File: config.mk
export PLATFORM = sky130hd
export DESIGN_NAME = fft_frame_ctrl
export DESIGN_NICKNAME = d
export VERILOG_FILES = /design/src/rtl/fft_ctrl_pkg.sv /design/src/rtl/fft_sample_collector.sv /design/src/rtl/fft_frame_ctrl.sv
export SDC_FILE = /design/constraint.sdc
export NUM_CORES = 1
export LEC_CHECK = 0
export ABC_AREA = 1
export BUFFER_PORTS_ARGS = -buffer_cell sky130_fd_sc_hd__buf_2
export CORE_ASPECT_RATIO = 1.25
export CORE_MARGIN = 2
export CORE_UTILIZATION = 50
export CTS_CLUSTER_SIZE = 16
export DETAILED_ROUTE_END_ITERATION = 8
export PLACE_DENSITY_LB_ADDON = 0.08
export SYNTH_ARGS = -nofsm -noshare
export SYNTH_HDL_FRONTEND = slang
export SYNTH_HIERARCHICAL = 1
export SYNTH_SLANG_ARGS = --single-unit
File: constraint.sdc
create_clock -name clk -period 12.3 [get_ports clk]
set_input_delay 1.845 -clock clk [delete_from_list [all_inputs] [get_ports clk]]
set_output_delay 1.845 -clock clk [all_outputs]
set_load 0.1 [all_outputs]
File: src/rtl/fft_ctrl_pkg.sv
// rtl/fft_ctrl_pkg.sv - shared widths, back-end state type and lane packing helpers for fft_frame_ctrl
package fft_ctrl_pkg;

  localparam int DATA_W_DEF   = 12;
  localparam int N_POINTS_DEF = 8;
  localparam int LANE_IDX_W   = $clog2(N_POINTS_DEF);
  localparam int FRAME_W      = DATA_W_DEF * N_POINTS_DEF;

  typedef enum logic [1:0] {
    IDLE,
    WAIT,
    DRAIN
  } be_state_t;

  function automatic logic [DATA_W_DEF-1:0] lane_get(input logic [FRAME_W-1:0]    frame,
                                                     input logic [LANE_IDX_W-1:0] k);
    return frame[k*DATA_W_DEF +: DATA_W_DEF];
  endfunction

  function automatic logic [FRAME_W-1:0] lane_put(input logic [FRAME_W-1:0]    frame,
                                                  input logic [LANE_IDX_W-1:0] k,
                                                  input logic [DATA_W_DEF-1:0] v);
    logic [FRAME_W-1:0] f;
    f = frame;
    f[k*DATA_W_DEF +: DATA_W_DEF] = v;
    return f;
  endfunction

endpackage

File: src/rtl/fft_sample_collector.sv
// rtl/fft_sample_collector.sv - serial-to-parallel input buffer; stalls the sample stream while a full frame waits for launch
module fft_sample_collector
  import fft_ctrl_pkg::*;
#(
  parameter int DATA_W   = DATA_W_DEF,
  parameter int N_POINTS = N_POINTS_DEF
) (
  input  logic                         clk,
  input  logic                         rst,
  input  logic                         flush,
  input  logic [DATA_W-1:0]            sample_in,
  input  logic                         sample_valid,
  output logic                         sample_ready,
  input  logic                         clear,
  output logic                         full,
  output logic [N_POINTS*DATA_W-1:0]   frame
);

  localparam int              PTR_W    = $clog2(N_POINTS);
  localparam logic [PTR_W-1:0] PTR_LAST = PTR_W'(N_POINTS - 1);

  logic [PTR_W-1:0]  wr_ptr;
  logic [DATA_W-1:0] lanes [N_POINTS];
  logic              accept;

  // Ready depends only on registered state, never on sample_valid.
  assign sample_ready = !full;
  assign accept       = sample_valid && !full;

  always_ff @(posedge clk) begin
    if (rst || flush) begin
      wr_ptr <= '0;
      full   <= 1'b0;
      for (int k = 0; k < N_POINTS; k++) lanes[k] <= '0;
    end else begin
      if (clear) full <= 1'b0;
      if (accept) begin
        lanes[wr_ptr] <= sample_in;
        if (wr_ptr == PTR_LAST) begin
          wr_ptr <= '0;
          full   <= 1'b1;
        end else begin
          wr_ptr <= wr_ptr + 1'b1;
        end
      end
    end
  end

  for (genvar k = 0; k < N_POINTS; k++) begin : g_pack
    assign frame[k*DATA_W +: DATA_W] = lanes[k];
  end

endmodule

File: src/rtl/fft_frame_ctrl.sv
// rtl/fft_frame_ctrl.sv - frame sequencer around an N-point FFT core: collect, launch, wait out latency, stream bins
module fft_frame_ctrl
  import fft_ctrl_pkg::*;
#(
  parameter int DATA_W        = DATA_W_DEF,
  parameter int N_POINTS      = N_POINTS_DEF,
  parameter int FFT_LATENCY   = 3,
  parameter bit HALF_SPECTRUM = 1'b0
) (
  input  logic                          clk,
  input  logic                          rst,
  input  logic                          flush,
  input  logic [DATA_W-1:0]             sample_in,
  input  logic                          sample_valid,
  output logic                          sample_ready,
  output logic [N_POINTS*DATA_W-1:0]    fft_x,
  input  logic [N_POINTS*DATA_W-1:0]    fft_y_r,
  input  logic [N_POINTS*DATA_W-1:0]    fft_y_i,
  output logic [DATA_W-1:0]             out_re,
  output logic [DATA_W-1:0]             out_im,
  output logic [$clog2(N_POINTS)-1:0]   out_idx,
  output logic                          out_valid,
  input  logic                          out_ready,
  output logic                          out_last,
  output logic                          frame_done,
  output logic                          busy
);

  localparam int               IDX_W     = $clog2(N_POINTS);
  localparam int               CNT_W     = (FFT_LATENCY < 1) ? 1 : $clog2(FFT_LATENCY + 1);
  localparam logic [IDX_W-1:0] LAST      = HALF_SPECTRUM ? IDX_W'(N_POINTS / 2) : IDX_W'(N_POINTS - 1);
  localparam logic [CNT_W-1:0] WAIT_LOAD = CNT_W'(FFT_LATENCY);

  be_state_t                   state, state_d;
  logic [CNT_W-1:0]            wait_cnt;
  logic                        full, launch, capture, last_hs;
  logic [N_POINTS*DATA_W-1:0]  frame;
  logic [DATA_W-1:0]           obuf_re [N_POINTS];
  logic [DATA_W-1:0]           obuf_im [N_POINTS];

  fft_sample_collector #(
    .DATA_W   (DATA_W),
    .N_POINTS (N_POINTS)
  ) u_collector (
    .clk          (clk),
    .rst          (rst),
    .flush        (flush),
    .sample_in    (sample_in),
    .sample_valid (sample_valid),
    .sample_ready (sample_ready),
    .clear        (launch),
    .full         (full),
    .frame        (frame)
  );

  always_comb begin
    state_d = state;
    launch  = 1'b0;
    capture = 1'b0;
    last_hs = 1'b0;
    case (state)
      IDLE: if (full) begin
        launch  = 1'b1;
        state_d = WAIT;
      end
      WAIT: if (wait_cnt == '0) begin
        capture = 1'b1;
        state_d = DRAIN;
      end
      DRAIN: if (out_ready && out_idx == LAST) begin
        last_hs = 1'b1;
        state_d = IDLE;
      end
      default: state_d = IDLE;
    endcase
  end

  always_ff @(posedge clk) begin
    if (rst || flush) begin
      state      <= IDLE;
      wait_cnt   <= '0;
      fft_x      <= '0;
      out_idx    <= '0;
      out_valid  <= 1'b0;
      frame_done <= 1'b0;
      for (int k = 0; k < N_POINTS; k++) begin
        obuf_re[k] <= '0;
        obuf_im[k] <= '0;
      end
    end else begin
      state      <= state_d;
      frame_done <= last_hs;
      // fft_x is only ever loaded here, so the core sees a stable frame for the whole wait.
      if (launch) begin
        fft_x    <= frame;
        wait_cnt <= WAIT_LOAD;
      end else if (state == WAIT && wait_cnt != '0) begin
        wait_cnt <= wait_cnt - 1'b1;
      end
      if (capture) begin
        for (int k = 0; k < N_POINTS; k++) begin
          obuf_re[k] <= fft_y_r[k*DATA_W +: DATA_W];
          obuf_im[k] <= fft_y_i[k*DATA_W +: DATA_W];
        end
        out_idx   <= '0;
        out_valid <= 1'b1;
      end else if (state == DRAIN && out_ready) begin
        if (last_hs) begin
          out_valid <= 1'b0;
          out_idx   <= '0;
        end else begin
          out_idx <= out_idx + 1'b1;
        end
      end
    end
  end

  assign out_re   = obuf_re[out_idx];
  assign out_im   = obuf_im[out_idx];
  assign out_last = out_valid && (out_idx == LAST);
  assign busy     = (state != IDLE);

endmodule

==> flow_summary.html <==
<table>
<tr><th>Metric</th><th>Value</th></tr>
<tr><th colspan="2">Drt</th></tr>
<tr><td>Via-per-instance ratio</td><td>4.81</td></tr>
<tr><td>Total wire length after detailed routing</td><td>44100 um</td></tr>
<tr><td>Routed via count</td><td>13.3k</td></tr>
<tr><td>DR iter-0 viols</td><td>about 1000</td></tr>
<tr><td>Total iterations of the first detailed-routing run</td><td>5</td></tr>
<tr><td>DRC</td><td>0</td></tr>
<tr><td>Wire length per cell after detailed routing</td><td>15.9 um</td></tr>
<tr><td>Number of nets with antenna violations after detailed routing</td><td>0</td></tr>
<tr><th colspan="2">Floorplanning</th></tr>
<tr><td>Vert. Die Dim</td><td>215 um</td></tr>
<tr><td>Core Region</td><td>0.0352 sq mm</td></tr>
<tr><td>Width of the die</td><td>173 um</td></tr>
<tr><td>Die Outline Area</td><td>0.0370 sq mm</td></tr>
<tr><td>Standard-cell rows</td><td>77</td></tr>
<tr><td>Initial standard-cell utilization of the core</td><td>50.5%</td></tr>
<tr><td>Number of ports placed on the die boundary</td><td>337</td></tr>
<tr><th colspan="2">CTS</th></tr>
<tr><td>Clock Path Buffers</td><td>3</td></tr>
<tr><td>Clock tree root driver cell</td><td>clkbuf_16</td></tr>
<tr><td>H-tree depth</td><td>2</td></tr>
<tr><td>Clock sinks</td><td>400</td></tr>
<tr><td>Clock slew at reported path FFs</td><td>0.06 ns</td></tr>
<tr><td>CTS tree</td><td>yes</td></tr>
<tr><td>Post-CTS sizing</td><td>0</td></tr>
<tr><td>Insertion delay of the later-clocked pin in the worst-skew pair</td><td>0.55 ns</td></tr>
<tr><td>Hold Buf Count CTS</td><td>0</td></tr>
<tr><td>Cts bufs inserted</td><td>between 40 and 50</td></tr>
<tr><td>Setup repair bufs after CTS</td><td>0</td></tr>
<tr><th colspan="2">Pwr</th></tr>
<tr><td>Clock power share</td><td>41.8%</td></tr>
<tr><td>Peak supply drop</td><td>0.000106 V</td></tr>
<tr><td>Static Leakage</td><td>10.1 nW</td></tr>
<tr><td>Switching portion of total power</td><td>between 20% and 30%</td></tr>
<tr><td>Power density over cell area</td><td>138 mW/mm^2</td></tr>
<tr><td>Logic gate share of total power</td><td>6.1%</td></tr>
<tr><td>Power spent charging and discharging nets</td><td>0.000664 W</td></tr>
<tr><td>Part of the total power dissipated in sequential elements</td><td>52.1%</td></tr>
<tr><td>Cell internal power dissipation</td><td>0.00221 W</td></tr>
<tr><th colspan="2">Yosys</th></tr>
<tr><td>Number of synthesized flops with an enable pin</td><td>288</td></tr>
<tr><td>Warnings, synthesis</td><td>6</td></tr>
<tr><td>Synth cell count leaders</td><td>nor2_1, nand2_1, inv_1</td></tr>
<tr><td>Most frequently used flop master after synthesis</td><td>edfxtp_1</td></tr>
<tr><td>Nets in the synthesized netlist</td><td>about 2.2k</td></tr>
<tr><td>Synthesized area</td><td>0.0178 sq mm</td></tr>
<tr><td>Largest area contributor in the synthesized netlist</td><td>edfxtp_1</td></tr>
<tr><td>Async set-reset flop share out of synthesis</td><td>0%</td></tr>
<tr><td>Synth Instances</td><td>1970</td></tr>
<tr><td>Most frequently used cell type in the post-synthesis netlist</td><td>nor2_1</td></tr>
<tr><td>Dominant cells by area after synthesis</td><td>edfxtp_1, dfxtp_1, nor2_1</td></tr>
<tr><td>Avg Cell Area, Syn</td><td>9.01 sq um</td></tr>
<tr><td>Number of synthesized register bits</td><td>400</td></tr>
<tr><td>Sequential share of the synthesized area</td><td>61.3%</td></tr>
<tr><td>Top cell type's share of synthesized area</td><td>48.7%</td></tr>
<tr><td>Number of distinct library cells after synthesis</td><td>25</td></tr>
<tr><th colspan="2">Placement</th></tr>
<tr><td>I/O Buffers</td><td>336</td></tr>
<tr><td>Placer congestion estimate</td><td>0.862</td></tr>
<tr><td>Sum of net half-perimeters after detailed placement</td><td>28900 um</td></tr>
<tr><th colspan="2">Worst setup path</th></tr>
<tr><td>Critical path capture point type</td><td>primary output</td></tr>
<tr><td>Critical path type</td><td>reg -&gt; out</td></tr>
<tr><td>Startpoint type of the worst setup path</td><td>flip-flop</td></tr>
<tr><td>Family with the most delay on the worst path</td><td>buffers and inverters</td></tr>
<tr><td>CP peak stage delay</td><td>between 0.6 and 0.7 ns</td></tr>
<tr><td>Slowest CP cell</td><td>dfxtp_4</td></tr>
<tr><td>Most common cell on crit path</td><td>nand2_1</td></tr>
<tr><td>Buf+Inv Stages, Crit Path</td><td>3</td></tr>
<tr><td>CP cell instances</td><td>clkinv_2, buf_4, nand2_1, nand3_1, nand2_1, nand2_1, nand2_1, buf_2</td></tr>
<tr><td>Data required time of the critical path</td><td>10.45 ns</td></tr>
<tr><td>Max FO, Critical Path</td><td>67</td></tr>
<tr><td>Signal arrival time at the worst endpoint</td><td>3.23 ns</td></tr>
<tr><th colspan="2">GRT</th></tr>
<tr><td>Overall fraction of global-route tracks in use</td><td>a little under a quarter</td></tr>
<tr><td>Final global-route overflow total</td><td>0</td></tr>
<tr><td>Wire length of the first global-routing pass</td><td>69400 um</td></tr>
<tr><td>Pin count of the biggest net entering global routing</td><td>roughly 100</td></tr>
<tr><td>Initial antenna violation count</td><td>6</td></tr>
<tr><td>Via count of the first global-routing pass</td><td>13.1k</td></tr>
<tr><th colspan="2">Layout</th></tr>
<tr><td>Nets@finish</td><td>2476</td></tr>
<tr><td>Layout overhead on the synthesized area</td><td>17.5%</td></tr>
<tr><td>Final standard cell utilization of the core</td><td>between 50% and 60%</td></tr>
<tr><td>Fraction of layout instances using a drive strength above 1</td><td>a little over a fifth</td></tr>
<tr><th colspan="2">Timing</th></tr>
<tr><td>Final cycle utilization of the critical path</td><td>41.3%</td></tr>
<tr><td>Min Clock Period, post-route</td><td>5.08 ns</td></tr>
<tr><td>Fin Setup TNS</td><td>0 ns</td></tr>
<tr><td>Final setup fails</td><td>0</td></tr>
<tr><td>Clock skew</td><td>0.0124 ns</td></tr>
<tr><td>Highest attainable clock frequency</td><td>0.197 GHz</td></tr>
<tr><td>Relative max-transition margin</td><td>between 20% and 30%</td></tr>
<tr><td>Worst hold margin</td><td>0.474 ns</td></tr>
<tr><td>Final max-slew violation count</td><td>0</td></tr>
<tr><td>Setup repair after global routing missed its margin</td><td>no</td></tr>
<tr><td>Final Hold Violating Endpoints</td><td>0</td></tr>
<tr><td>Slew at the pin closest to its max-slew limit</td><td>1.13 ns</td></tr>
<tr><th colspan="2">Hold path</th></tr>
<tr><td>Worst min-delay path category</td><td>reg -&gt; reg</td></tr>
<tr><th colspan="2">Status</th></tr>
<tr><td>Outcome</td><td>finished clean</td></tr>
<tr><th colspan="2">Run</th></tr>
<tr><td>Number of violations of the max-capacitance limit</td><td>0</td></tr>
</table>
[power groups by stage]
stage	Clock, W	Sequential, W	Combinational [W]
global route	0.00128	0.00150	0.000193
floorplan	0	0.00153	0.000103
detailed placement	0	0.00153	0.000174
finish	0.00120	0.00150	0.000175
CTS	0.00123	0.00150	0.000175
global placement	0	0.00153	0.000174
[stage by stage]
stage | power [W] | setup WS [ns] | cell area (sq um) | std cells
after CTS | 0.00290 | 7.15 | 20800 | 2769
after global placement | 0.00170 | 7.87 | 19600 | 2692
after floorplan | 0.00163 | 5.43 | 17800 | 1970
after detailed placement | 0.00170 | 7.79 | 19600 | 2692
final | 0.00288 | 7.22 | 20900 | 2772
after global routing | 0.00298 | 7.00 | 20900 | 2772
[cell type report]
cell class | count | area, sq um
fillers | 3171 | 14300
inverters | 373 | 1400
clock inverters | 21 | 121
diodes | 3 | 7.51
well taps | 474 | 593
flip-flops and latches | 400 | 10900
multi-input cells | 1095 | 4870
repair buffers | 350 | 1790
clock buffers | 56 | 1170
[tightest hold or removal path, stage by stage, from the launching register on]
cell and delay, ns:
dfxtp_1 0.31, nand2_1 0.06, a21oi_1 0.06
[flip-flops by register name, summed over array words and instances, names as in the netlist, named ones only]
signal,flops
fft_x,96
u_collector/full,1
wait_cnt,2
out_valid,1
frame_done,1
obuf_re,96
obuf_im,96
u_collector/lanes,96
state,2
out_idx,3
u_collector/wr_ptr,3
[path summary, 6_finish.rpt]
path          startpoint            end  slack (ns)  cells after the start
min          wait_cnt[1]    wait_cnt[1]        0.47                      2
max            flip-flop      out_im[3]        7.22                      8
min reg2reg  wait_cnt[1]    wait_cnt[1]        0.47                      2
max reg2reg  wait_cnt[0]  obuf_im[3][5]        9.55                      5
[metal layers]
layer  global-route usage, %  part of all wire, %  vias up
met3                    5.30                  7.8       93
li1                        -                    -     6611
met5                       0                 0.10        -
met2                    40.0                   49      471
met1                    29.4                   40     6160
met4                    9.12                  3.8        6
[placed cells by master (no fill, tap or decap), types with 2 or more instances in the layout]
master / instances
nor2_1: 399
nand2_1: 395
inv_1: 368
buf_2: 336
edfxtp_1: 288
dfxtp_1: 110
o21ai_0: 101
nand3_1: 78
nor2_4: 51
nor3_1: 48
clkbuf_16: 43
clkinv_2: 14
buf_4: 14
a21oi_1: 8
clkbuf_1: 8
ha_1: 5
clkbuf_8: 5
clkinv_1: 4
diode_2: 3
inv_2: 3
o21ai_1: 3
nand2_2: 2
nor2_2: 2
inv_6: 2
[logic make-up after synthesis]
| logic type | synth area share (%) |
|---|---|
| flops | 61.3 |
| buf+inv | 11.3 |
| compound gates | 3.20 |
| fa+ha+maj | 0.352 |
| simple gates | 23.8 |
Note: power is estimated with default switching activity, not from simulation.
